### config.mk
export PLATFORM = sky130hd
export DESIGN_NAME = trig_capture_wr
export DESIGN_NICKNAME = d
export VERILOG_FILES = /design/src/rtl/trig_capture_wr.sv
export SDC_FILE = /design/constraint.sdc
export NUM_CORES = 1
export LEC_CHECK = 0
export BUFFER_PORTS_ARGS = -buffer_cell sky130_fd_sc_hd__buf_2
export CAP_MARGIN = 25
export CORE_UTILIZATION = 56
export CTS_CLUSTER_SIZE = 12
export DETAILED_ROUTE_END_ITERATION = 10
export PLACE_DENSITY = 0.94
export SETUP_SLACK_MARGIN = 0.5
export SYNTH_ARGS = -nofsm -noshare
export SYNTH_HDL_FRONTEND = slang
export SYNTH_SLANG_ARGS = --single-unit
### constraint.sdc
create_clock -name clk -period 5.4 [get_ports clk]
set_input_delay 0.27 -clock clk [delete_from_list [all_inputs] [get_ports clk]]
set_output_delay 0.27 -clock clk [all_outputs]
set_load 0.03 [all_outputs]
### src/rtl/trig_capture_wr.sv
// Write-side controller for a circular waveform capture buffer.
// Streams samples into the sample RAM while armed, freezes after the post-trigger count.
module trig_capture_wr #(
   parameter int P_NBITS_ADDR = 8,
   parameter int P_NBITS_DATA = 14
) (
   input  logic                    clk,
   input  logic                    rst_n,
   input  logic [P_NBITS_DATA-1:0] din,
   input  logic                    din_valid,
   input  logic                    arm,
   input  logic                    trig,
   input  logic [P_NBITS_ADDR-1:0] n_post,
   input  logic                    ack,
   output logic [P_NBITS_DATA-1:0] ram_d,
   output logic [P_NBITS_ADDR-1:0] ram_addr,
   output logic                    ram_we,
   output logic                    armed,
   output logic                    done,
   output logic                    ring_full,
   output logic [P_NBITS_ADDR-1:0] trig_addr,
   output logic [P_NBITS_ADDR-1:0] oldest_addr
);

   typedef enum logic [1:0] {
      S_IDLE  = 2'd0,
      S_ARMED = 2'd1,
      S_POST  = 2'd2,
      S_DONE  = 2'd3
   } state_t;

   localparam logic [P_NBITS_ADDR-1:0] ADDR_ZERO = '0;
   localparam logic [P_NBITS_ADDR-1:0] ADDR_ONE  = {{(P_NBITS_ADDR-1){1'b0}}, 1'b1};
   localparam logic [P_NBITS_ADDR-1:0] ADDR_LAST = '1;

   state_t                  state_reg,      state_next;
   logic [P_NBITS_ADDR-1:0] wr_ptr_reg,     wr_ptr_next;
   logic [P_NBITS_ADDR-1:0] post_cnt_reg,   post_cnt_next;
   logic [P_NBITS_ADDR-1:0] n_post_lat_reg, n_post_lat_next;
   logic [P_NBITS_ADDR-1:0] trig_addr_reg,  trig_addr_next;
   logic                    ring_full_reg,  ring_full_next;
   logic [P_NBITS_DATA-1:0] ram_d_reg,      ram_d_next;
   logic [P_NBITS_ADDR-1:0] ram_addr_reg,   ram_addr_next;
   logic                    ram_we_reg,     ram_we_next;
   logic                    wr_en;

   always_ff @(posedge clk or negedge rst_n) begin
      if (!rst_n) begin
         state_reg      <= S_IDLE;
         wr_ptr_reg     <= '0;
         post_cnt_reg   <= '0;
         n_post_lat_reg <= '0;
         trig_addr_reg  <= '0;
         ring_full_reg  <= 1'b0;
         ram_d_reg      <= '0;
         ram_addr_reg   <= '0;
         ram_we_reg     <= 1'b0;
      end else begin
         state_reg      <= state_next;
         wr_ptr_reg     <= wr_ptr_next;
         post_cnt_reg   <= post_cnt_next;
         n_post_lat_reg <= n_post_lat_next;
         trig_addr_reg  <= trig_addr_next;
         ring_full_reg  <= ring_full_next;
         ram_d_reg      <= ram_d_next;
         ram_addr_reg   <= ram_addr_next;
         ram_we_reg     <= ram_we_next;
      end
   end

   // Samples are only accepted while a capture is in progress.
   assign wr_en = din_valid && ((state_reg == S_ARMED) || (state_reg == S_POST));

   always_comb begin
      state_next      = state_reg;
      wr_ptr_next     = wr_ptr_reg;
      post_cnt_next   = post_cnt_reg;
      n_post_lat_next = n_post_lat_reg;
      trig_addr_next  = trig_addr_reg;
      ring_full_next  = ring_full_reg;
      ram_d_next      = ram_d_reg;
      ram_addr_next   = ram_addr_reg;
      ram_we_next     = 1'b0;

      case (state_reg)
         S_IDLE: begin
            if (arm) begin
               state_next      = S_ARMED;
               wr_ptr_next     = ADDR_ZERO;
               ring_full_next  = 1'b0;
               n_post_lat_next = n_post;
            end
         end
         S_ARMED: begin
            if (din_valid && trig) begin
               trig_addr_next = wr_ptr_reg;
               post_cnt_next  = n_post_lat_reg;
               state_next     = (n_post_lat_reg == ADDR_ZERO) ? S_DONE : S_POST;
            end
         end
         S_POST: begin
            // post_cnt is never zero here: a zero count goes straight to DONE.
            if (din_valid) begin
               post_cnt_next = post_cnt_reg - ADDR_ONE;
               if (post_cnt_reg == ADDR_ONE) begin
                  state_next = S_DONE;
               end
            end
         end
         S_DONE: begin
            if (ack) begin
               state_next = S_IDLE;
            end
         end
         default: begin
            state_next = S_IDLE;
         end
      endcase

      if (wr_en) begin
         ram_we_next   = 1'b1;
         ram_addr_next = wr_ptr_reg;
         ram_d_next    = din;
         wr_ptr_next   = wr_ptr_reg + ADDR_ONE;
         if (wr_ptr_reg == ADDR_LAST) begin
            ring_full_next = 1'b1;
         end
      end
   end

   assign ram_d     = ram_d_reg;
   assign ram_addr  = ram_addr_reg;
   assign ram_we    = ram_we_reg;
   assign armed     = (state_reg == S_ARMED) || (state_reg == S_POST);
   assign done      = (state_reg == S_DONE);
   assign ring_full = ring_full_reg;
   assign trig_addr = trig_addr_reg;

   // Until the ring has wrapped the oldest sample is at address 0.
   generate
      for (genvar gi = 0; gi < P_NBITS_ADDR; gi++) begin : g_oldest
         assign oldest_addr[gi] = ring_full_reg & wr_ptr_reg[gi];
      end
   endgenerate

endmodule

[Yosys cells after proc, flatten, opt, wreduce, memory -nomap -nowiden]
Cells that the tools add are included.
Widths: inputs -> output; s select.
Word-level totals
  input bits: 28
  output and inout port bits: 42
  logic and storage cells: 60
  register bits: 58
Operators by class
  add/subtract/negate cells: 2
  multiplexer cells: 18
  bitwise logic cells: 8
  reductions and logical operators: 13
  eq/ne operators: 10
Operators with widths (count)
  $mux 8: 5
  $pmux 8 s2: 1
  $mux 2: 5
  $ne 2x2->1 const B: 5
  $add 8x1->8 const B: 1
  $and 1x1->1: 8
  $eq 8x1->1 const B: 1
  $eq 8x8->1 const B: 1
  $logic_not 8->1: 1
  $pmux 2 s4: 1
  $sub 8x1->8 const B: 1
  $mux 1: 6
  $reduce_and 2->1: 3
  $reduce_bool 2->1: 3
  $reduce_and 5->1: 1
  $eq 2x2->1 const B: 2
  $reduce_and 3->1: 1
  $eq 2x1->1 const B: 1
  $logic_and 1x1->1: 2
  $logic_not 2->1: 1
  $logic_or 1x1->1: 1

[Logic depth before layout (Yosys ltp)]
Gate-level depths: netlist of run 1.
  word-level depth: 5
  mapped depth: 7

[Worst setup path before layout of run 1]
No wires, ideal clock.
  path type: register to register
  start: reg state_reg[0]
  end: reg wr_ptr_reg[3]
  arrival time: 1.817 ns
  library setup time: 0.095 ns
  setup slack: 3.487 ns
  period minus slack after synthesis: 1.913 ns
  path buffers: 0
  cell stages (with the launch flop): 8
  cells stage by stage: dfrtp_1 > inv_1 > ha_1 > nand2_1 > clkinv_1 > a21oi_1 > o21ai_0 > o31ai_1
On the way
  longest elaborated chain between the ends: 5
  elaborated cells between the ends (all ways): 9
  classes of those cells: eq/ne: 2; mux: 1; reduce/logical: 6
Ends and longest elaborated chain
  from (decl): line 36  | state_t state_reg, state_next;
  from (signal assigned): line 59  | state_reg <= state_next;
  $eq 2x1->1 or $eq 2x2->1 (tied branches)
  $logic_or 1x1->1 (*)
  via armed: line 18  | output logic armed,
  $logic_and 1x1->1 (*): line 72  | assign wr_en = din_valid && ((state_reg == S_ARMED) || (state_reg == S_POST));
  $reduce_bool 2->1 (no source line)
  $reduce_and 2->1 (no source line)
  to (signal assigned): line 60  | wr_ptr_reg <= wr_ptr_next;
  to (decl): line 37  | logic [P_NBITS_ADDR-1:0] wr_ptr_reg, wr_ptr_next;
Mark *: on every way through the listed nets, which the timed path passes. The rest lies on a longest branch.
A chain may end at the register's enable or synchronous reset.

[Final worst setup path of run 1]
  start: reg state_reg[1]
  end: reg wr_ptr_reg[2]
On the way
  longest elaborated chain between the ends: 5
  elaborated cells between the ends (all ways): 9
  classes of those cells: eq/ne: 2; mux: 1; reduce/logical: 6
Ends and longest elaborated chain (line)
  $eq 2x1->1 or $eq 2x2->1 (tied branches): 72
  $logic_or 1x1->1: 72
  $logic_and 1x1->1: 72
  $reduce_bool 2->1 (no source line)
  $reduce_and 2->1 (no source line)
Parallel ways exist; a longest one is shown, timed or not.

==> flow_summary.ini, run 1 <==
[run_status]
outcome = finished, final reports clean

[sta]
setup_ws_ps = 2940
setup_viol = 0
tightestPinTransition_ps = 727
clock_skew_ps = 7.35
min_period_over_period_pct = 45.5
hold_violations = 0
timing.setup.tns_ps = 0
timing.fmax_mhz = 407
rsz0062_at_grt = false
slew_viol_final = 0
slew_headroom_pct = 51.6
finalCriticalPeriod_ps = 2460

[drt]
routedWlPerCell_um = 15.1
initialDrtViolationCount = 223
avgViaCountPerCell = 5.67
first_pass_iters = 7
vias = 2245
wl_mm = 5.97
postRouteAntennaNets = 0
drc = 0

[floorplanning]
chipHeight_um = 70.8
die_w_um = 70.8
start_util_pct = 59.7
die-area_um2 = 5010
boundaryPins = 70
rows = 24
core-area_um2 = 4440

[pwr]
vdd_drop_max_uv = 354
sw_frac_of_total_pct = 43.7
power_leakage_uw = 0.00172
seqPwrFrac_pct = 38.3
clkPwrFrac_pct = 17.3
p_sw_uw = 832
p_int_uw = 1070
fin_total_pwr_uw = 1900
combPwrFrac_pct = 44.4
p_per_area_nw_per_um2 = 591

[yosys]
yosysWarnings = 0
synth_nets = 304
yosysSeqAreaShare_pct = 54.7
synth-seq-cells = 58
synth_cell_types = 37
synth_cells = 268
synth_area_um2 = 2650
syn_avg_cell_area_um2 = 9.89

[global_routing]
grt_pass1_wl_mm = 10.3
grt_pass1_vias = 2138
grt_max_degree = 59
grt.overflow.total = 0
track_usage_pct = 26.7
antenna_found_initial = 0

[worst_setup_path]
regToRegSetupSlack_ps = 2940
critical_path_arrival_ps = 2710
critPathKind = flip-flop to flip-flop
end_kind = flip-flop
cp-start-kind = flip-flop
cp_data_required_time_ps = 5650
cp_max_fo = 32

[clocking]
cts_setup_buffers = 0
cts_buffers = 9
clock_latency_ps = 330
root_buffer = clkbuf_8
clock_path_buffers = 2
cts_tree = yes
ctsHoldBuffers = 0
clk_pin_slew_ps = 70
h-tree-depth = 3
cts_resized = 0
cts_sinks = 58

[final_layout]
layout_common_cells = 76 x nand2_1, 69 x buf_2, 58 x dfrtp_1
largest_register_ffs = 14
diodes = 0
final_common_cell = nand2_1
drive_gt1_share_pct = 30.2
final_cell_area_um2 = 3220
final_core_util_pct = 72.6
nNetsFinal = 377
syn_to_final_growth_pct = 21.6

[place]
dp_hpwl_mm = 4.10
io_buffer_count = 69
placed_area_um2 = 3040
pre_cts_ws_ps = 2500
place_congestion = 0.824

[job]
cap_viol_max_count = 0

[worst_hold_path]
hold_path_class = input port to asynchronous set/reset pin
path summary, 6_finish.rpt:
path,start,to,cells past startpoint
setup / recovery,state_reg[1],wr_ptr_reg[2],9
hold / removal,rst_n,n_post_lat_reg[7],2
setup reg to reg,state_reg[1],wr_ptr_reg[2],9
hold reg to reg,ram_d[8],ram_d[8],2
max in group asynchronous,rst_n,ram_d[8],2
min in group clk,din[4],ram_d[4],3
cell usage after synthesis, drive strengths merged:
library cell | count | area [um2]
nand2 | 76 | 285
dfrtp | 58 | 1450
mux2 | 17 | 191
nor2 | 14 | 52.6
o21ai | 13 | 65.1
inv | 11 | 41.3
clkbuf | 10 | 37.5
and2 | 8 | 50.1
ha | 8 | 100
a21oi | 7 | 35.0
a31oi | 6 | 37.5
o22a | 6 | 53.8
nand3 | 4 | 20.0
nor3 | 4 | 20.0
mux2i | 2 | 20.0
nand4 | 2 | 12.5
nand4bb | 2 | 22.5
nor2b | 2 | 12.5
nor4 | 2 | 12.5
o31ai | 2 | 15.0
a221o | 1 | 10.0
a221oi | 1 | 8.76
a222oi | 1 | 10.0
a22o | 1 | 8.76
a2bb2oi | 1 | 8.76
a32o | 1 | 10.0
a41oi | 1 | 8.76
and3 | 1 | 6.26
clkinv | 1 | 3.75
nand4b | 1 | 8.76
nor3b | 1 | 7.51
or3 | 1 | 6.26
or4 | 1 | 7.51
or4b | 1 | 10.0
metal layers:
metal  up-vias  wire length (um)  track usage (%)
met5         -                 0                0
met4         0               131             13.1
met3        13               412             7.12
met2       104              2800             40.2
met1      1066              2630             36.3
li1       1062                 -                -
power by group through the flow:
stage | sequential (uW) | clock, uW | combinational, uW
finish | 730 | 329 | 846
global route | 750 | 358 | 932
CTS | 725 | 338 | 822
detailed placement | 727 | 0 | 821
global placement | 717 | 0 | 775
floorplan | 840 | 0 | 471
worst max-delay path, cell delays in order (launching register included):
cell,delay (ps)
dfrtp_1,440
inv_1,120
ha_1,330
nand2_1,170
buf_16,200
clkinv_1,70
buf_4,220
a21oi_1,500
o21ai_0,210
o21ai_0,110
metrics by stage:
step,hold slack (ps),cells
CTS,88.1,395
finish,66.0,396
floorplan,-25.6,268
global placement,444,381
global route,133,396
detailed placement,453,381
logic make-up after synthesis:
| family | after synthesis | share of synthesized area, % |
|---|---|---|
| simple gates | 120 | 20.2 |
| flops | 58 | 54.7 |
| compound gates | 41 | 10.2 |
| buf+inv | 22 | 3.11 |
| mux | 19 | 7.98 |
| fa+ha+maj | 8 | 3.78 |
final cells by class:
class	instances	area, um2
clock buffers	10	138
clock inverters	4	20.0
fillers	295	1220
inverters	12	45.0
multi-input cells	188	1120
flip-flops and latches	58	1450
well taps	52	65.1
repair buffers	72	388
Power figures use the tool's default switching activity.
==> run 2, diff against run 1 <==
--- a/config.mk
+++ b/config.mk
@@ -7,10 +7,10 @@
 export LEC_CHECK = 0
 export BUFFER_PORTS_ARGS = -buffer_cell sky130_fd_sc_hd__buf_2
 export CAP_MARGIN = 25
-export CORE_UTILIZATION = 56
+export CORE_UTILIZATION = 47
 export CTS_CLUSTER_SIZE = 12
 export DETAILED_ROUTE_END_ITERATION = 10
-export PLACE_DENSITY = 0.94
+export PLACE_DENSITY = 0.85
 export SETUP_SLACK_MARGIN = 0.5
 export SYNTH_ARGS = -nofsm -noshare
 export SYNTH_HDL_FRONTEND = slang
==> constraint.sdc (replaced) <==
create_clock -name clk -period 2.2 [get_ports clk]
set_input_delay 0.11 -clock clk [delete_from_list [all_inputs] [get_ports clk]]
set_output_delay 0.11 -clock clk [all_outputs]
set_load 0.03 [all_outputs]
==> run 2 against run 1 <==
Effect of this change:
- via count grew 3.6%
- clock-buffer cell count is the same
- critical path depth shrank 5
- critical endpoint is now state_reg[1]
- largest cell class unchanged
- highest routed layer unchanged
==> flow_summary.ini, run 2 (synthesis results as in run 1) <==
[run_status]
outcome = finished, final reports clean

[place]
io_buffer_count = 69
place_congestion = 0.838
dp_hpwl_mm = 3.91
place_inst = 401

[drt]
wl_mm = 6.60
first_pass_iters = 4
drc = 0
vias = 2326
initialDrtViolationCount = 228
avgViaCountPerCell = 5.24
routedWlPerCell_um = 14.9
postRouteAntennaNets = 0

[global_routing]
top_usage_layer = met2
track_usage_pct = 22.7
grt_pass1_vias = 2206
grt.overflow.total = 0
grt_max_degree = 59
grt_pass1_wl_mm = 10.4
grtUsageMet1_pct = 28.7
grt_use_met2_pct = 36.6
met3_usage_pct = 5.48
antenna_found_initial = 0

[pwr]
power_leakage_uw = 0.00187
p_per_area_nw_per_um2 = 1410
combPwrFrac_pct = 48.1
sw_frac_of_total_pct = 43.6
p_int_uw = 2900
clkPwrFrac_pct = 17.0
vdd_drop_max_uv = 889
p_sw_uw = 2240
seqPwrFrac_pct = 34.9

[sta]
finalCriticalPeriod_ps = 1690
hold_violations = 0
slew_viol_final = 0
rsz0062_at_grt = false
setup_viol = 0
tightestPinTransition_ps = 434
slew_headroom_pct = 71.0
timing.setup.tns_ps = 0
clock_skew_ps = 8.11
timing.fmax_mhz = 593
min_period_over_period_pct = 76.7

[clocking]
root_buffer = clkbuf_8
clock_latency_ps = 340
cts_tree = yes
clock_path_buffers = 2
cts_buffers = 9
cts_sinks = 58
h-tree-depth = 3
clk_pin_slew_ps = 70

[worst_setup_path]
crit_path_top_delay_cell = or4_4
path_cells = or4_4 > nor4_4 > o21ai_2 > mux2_1
end_kind = flip-flop
cp_max_fo = 2
cp_data_required_time_ps = 2420
critPathKind = flip-flop to flip-flop
cp-start-kind = flip-flop
cpPeakStageDelay_ps = 570
critical_path_arrival_ps = 1900

[final_layout]
drive_gt1_share_pct = 35.8
diodes = 0
layout_common_cells = 74 x nand2_1, 69 x buf_2, 57 x dfrtp_1
largest_register_ffs = 14
nNetsFinal = 405
syn_to_final_growth_pct = 37.2
final_common_cell = nand2_1
instances_no_fill = 444

[floorplanning]
die_w_um = 77.1
rows = 26
die-area_um2 = 5950
start_util_pct = 50.3
core-area_um2 = 5270
boundaryPins = 70
chipHeight_um = 77.1

[job]
cap_viol_max_count = 0

[worst_hold_path]
hold_path_class = input port to flip-flop
## run 2: stage by stage
stage	worst slack (ps)	hold WS (ps)	instance area [um2]	util (%)	power (uW)
finish	513	10.3	3640	69.0	5140
detailed placement	288	138	3100	58.9	3810
floorplan	505	-186	2670	-	3250
CTS	497	4.73	3510	66.5	4820
global placement	372	132	3100	58.9	3730
global route	431	2.17	3640	69.0	5460
## run 2: cell type report
cell class / count / area [um2]
Multi-Input combinational cell: 188 / 1210
Tap cell: 70 / 87.6
Inverter: 12 / 47.5
Sequential cell: 58 / 1450
Clock buffer: 10 / 138
Clock inverter: 6 / 41.3
Fill cell: 377 / 1630
Timing Repair Buffer: 100 / 664
## run 2: critical path: cells and delay by family, from the launching register on
family           cells  cell delay, ps
AND/OR/NAND/NOR      2             740
multiplexers         1             320
AO/OA/AOI/OAI        1             110
flip-flops           1             400
## run 2: worst paths after layout
check                      depth (start not counted)  slack [ps]                 to       startpoint
max                                                4         510       state_reg[1]  post_cnt_reg[3]
min                                                2          10  n_post_lat_reg[5]        n_post[5]
max reg2reg                                        4         510       state_reg[1]  post_cnt_reg[3]
min reg2reg                                        2         480        ram_addr[4]      ram_addr[4]
max in group asynchronous                          3        1620    post_cnt_reg[0]            rst_n
min in group asynchronous                          3         310  n_post_lat_reg[5]            rst_n
## run 2: power groups by stage
stage               clock network [uW]  registers (uW)  logic [uW]
detailed placement                   0            1770        2030
global placement                     0            1770        1960
CTS                                884            1770        2160
finish                             875            1790        2470
floorplan                            0            2060        1180
global route                       942            1830        2680
## run 2: layer usage
metal / up-vias / share of wire (%)
met5: - / 0
met4: 0 / 1.6
met3: 8 / 6.2
met2: 109 / 47
met1: 1092 / 45
li1: 1117 / -
## run 2: what timing repair did
item / in CTS / in global routing
hold buffers: 16 / 0
buffers inserted: 2 / 8
pin swaps: 0 / 3
gates cloned: 0 / 1
endpoints found under the setup margin: 16 / 44
hold endpoints to repair: 73 / 0
gates resized for setup: 11 / 13
==> run 3, diff against run 2 <==
--- a/config.mk
+++ b/config.mk
@@ -5,6 +5,7 @@
 export SDC_FILE = /design/constraint.sdc
 export NUM_CORES = 1
 export LEC_CHECK = 0
+export ABC_AREA = 1
 export BUFFER_PORTS_ARGS = -buffer_cell sky130_fd_sc_hd__buf_2
 export CAP_MARGIN = 25
 export CORE_UTILIZATION = 47
==> constraint.sdc (replaced) <==
create_clock -name clk -period 1.43 [get_ports clk]
set_input_delay 0.0715 -clock clk [delete_from_list [all_inputs] [get_ports clk]]
set_output_delay 0.0715 -clock clk [all_outputs]
set_load 0.03 [all_outputs]
==> run 3 against run 2 <==
Effect of this change:
- the flow now finishes with violations (setup timing)
- combinational power rose to 2.7 times the previous value
- power up 120%
- clock power rose by 81%
- routed wire length is 64% higher
- final area increased by 33%
- clock-buffer cell count up 5
- sequential power up 68%
- critical path type unchanged
==> flow_summary.ini, run 3 <==
[run_status]
outcome = complete, but fails checks
violations = setup timing

[worst_setup_path]
end_kind = flip-flop
cp_max_fo = 8
cp_data_required_time_ps = 1650
critPathKind = flip-flop to flip-flop
cp-start-kind = flip-flop
critical_path_arrival_ps = 1780

[yosys]
yosysSeqAreaShare_pct = 53.1
synth_top_area_share_pct = 53.1
yosysMostFrequentCell = nand2_1
synth_area_um2 = 2730
ys.flop_type = dfrtp_1
synth_area_leaders = dfrtp_1 53%, nand2_1 16%, inv_1 4.9%, o21ai_0 4.4%, nor2_1 3.7%
synthTopCellsByCount = 118 x nand2_1, 58 x dfrtp_1, 36 x inv_1
synth-seq-cells = 58
synth_nets = 370
synth_edf_count = 0
yosysWarnings = 0
synth_cells = 334
syn_avg_cell_area_um2 = 8.18
synth_cell_types = 25
async_flop_share_pct = 100
yosysTopAreaCell = dfrtp_1

[place]
place_inst = 472
io_buffer_count = 69
place_congestion = 0.891
dp_hpwl_mm = 4.51
placed_area_um2 = 3290

[clocking]
cts_buffers = 9
root_buffer = clkbuf_8
h-tree-depth = 3
clock_path_buffers = 2
clk_pin_slew_ps = 70
clock_latency_ps = 360
cts_tree = yes
cts_sinks = 58

[sta]
finalCriticalPeriod_ps = 1560
min_period_over_period_pct = 109
slew_headroom_pct = 78.8
setup_ws_ps = -127
setup_viol = 8
clock_skew_ps = 11.3
slew_viol_final = 0
hold_violations = 0
rsz0062_at_grt = true
timing.fmax_mhz = 642
tightestPinTransition_ps = 318

[drt]
postRouteAntennaNets = 0
routedWlPerCell_um = 19.4
drc = 0
initialDrtViolationCount = 342
wl_mm = 10.9
avgViaCountPerCell = 5.64
first_pass_iters = 5
vias = 3155

[final_layout]
syn_to_final_growth_pct = 77.0
final_common_cell = nand2_1
layout_common_cells = 75 x nand2_1, 55 x dfrtp_1, 55 x buf_6
final_core_util_pct = 87.3
diodes = 0
instances_no_fill = 559
largest_register_ffs = 14
final_cell_area_um2 = 4840
nNetsFinal = 518
drive_gt1_share_pct = 50.1

[pwr]
power_leakage_uw = 0.00248
vdd_drop_max_uv = 1620
fin_total_pwr_uw = 11300
p_per_area_nw_per_um2 = 2340

[floorplanning]
chipHeight_um = 78.3
core-area_um2 = 5540
die-area_um2 = 6120
start_util_pct = 49.3
boundaryPins = 70
die_w_um = 78.3
rows = 27

[global_routing]
track_usage_pct = 30.7
grt_max_degree = 59
grt.overflow.total = 0
antenna_found_initial = 0
grt_pass1_vias = 2893
grt_pass1_wl_mm = 14.0

[worst_hold_path]
hold_path_class = input port to flip-flop

[job]
cap_viol_max_count = 0
## run 3: area by class of cell
cell class / count / area (um2)
clock buffer: 15 / 196
clock inverter: 1 / 5.00
fill: 237 / 703
inverter: 40 / 175
multi-input combinational: 228 / 1550
sequential: 58 / 1460
tap: 72 / 90.1
timing repair buffer: 144 / 1360
timing repair inverter: 1 / 3.75
## run 3: what timing repair did
| action | CTS | global route |
|---|---|---|
| gates cloned | 4 | 1 |
| endpoints found under the setup margin | 100 | 100 |
| hold endpoints to repair | 80 | 0 |
| hold buffers | 23 | 0 |
| pin swaps | 12 | 21 |
| gates resized for setup | 119 | 97 |
| buffers inserted | 24 | 19 |
## run 3: kinds of logic (layout without fill, tap and decap cells)
kind of cell | after synthesis | in the layout | share of synthesized area, %
multiplexers | 4 | 4 | 1.65
buffers and inverters | 49 | 201 | 7.37
AO/OA/AOI/OAI | 44 | 44 | 8.33
AND/OR/NAND/NOR | 168 | 169 | 24.9
adder cells (fa/ha/maj) | 8 | 8 | 3.66
XOR/XNOR | 3 | 3 | 0.962
flip-flops | 58 | 58 | 53.1
## run 3: metrics by stage
step / hold slack [ps] / setup WS [ps] / TNS (ps)
2_1_floorplan: -224 / 102 / 0
4_1_cts: 128 / 44.9 / 0
3_5_place_dp: 99.2 / -80.4 / -205
6_report: 111 / -127 / -352
3_3_place_gp: 98.3 / -18.4 / -18.4
5_1_grt: 121 / -174 / -974
## run 3: final timing paths
kind                                  from                end  slack, ps  cells past startpoint
max in group asynchronous            rst_n          ring_full        900                      3
min in group asynchronous            rst_n    post_cnt_reg[2]        250                      3
setup / recovery              state_reg[0]    post_cnt_reg[5]       -130                      9
hold / removal                         arm  n_post_lat_reg[6]        110                      3
setup reg to reg              state_reg[0]    post_cnt_reg[5]       -130                      9
hold reg to reg            post_cnt_reg[7]    post_cnt_reg[7]        500                      2
## run 3: per-layer routing
metal / GRT usage (%) / up-vias / wire [um] / part of all wire (%)
li1: - / 1340 / - / -
met1: 34.4 / 1512 / 3770 / 35
met2: 51.0 / 239 / 5540 / 51
met3: 10.0 / 64 / 1010 / 9.3
met4: 18.3 / 0 / 535 / 4.9
met5: 0 / - / 0 / 0
## run 3: worst max-delay path, cell delays in order (launching register included)
cell and delay (ps):
dfrtp_2 460, inv_4 110, ha_4 180, inv_6 50, nand2_4 60, nand3_4 150
clkinv_4 120, nand3_2 70, nand2_1 110, nand2_1 110
## run 3: power by group
group          internal, uW  leakage, uW  switching, uW
Sequential             2310     0.000734            691
Clock                   865     0.000106            712
Combinational          2990      0.00164           3740
Total                  6170      0.00248           5140
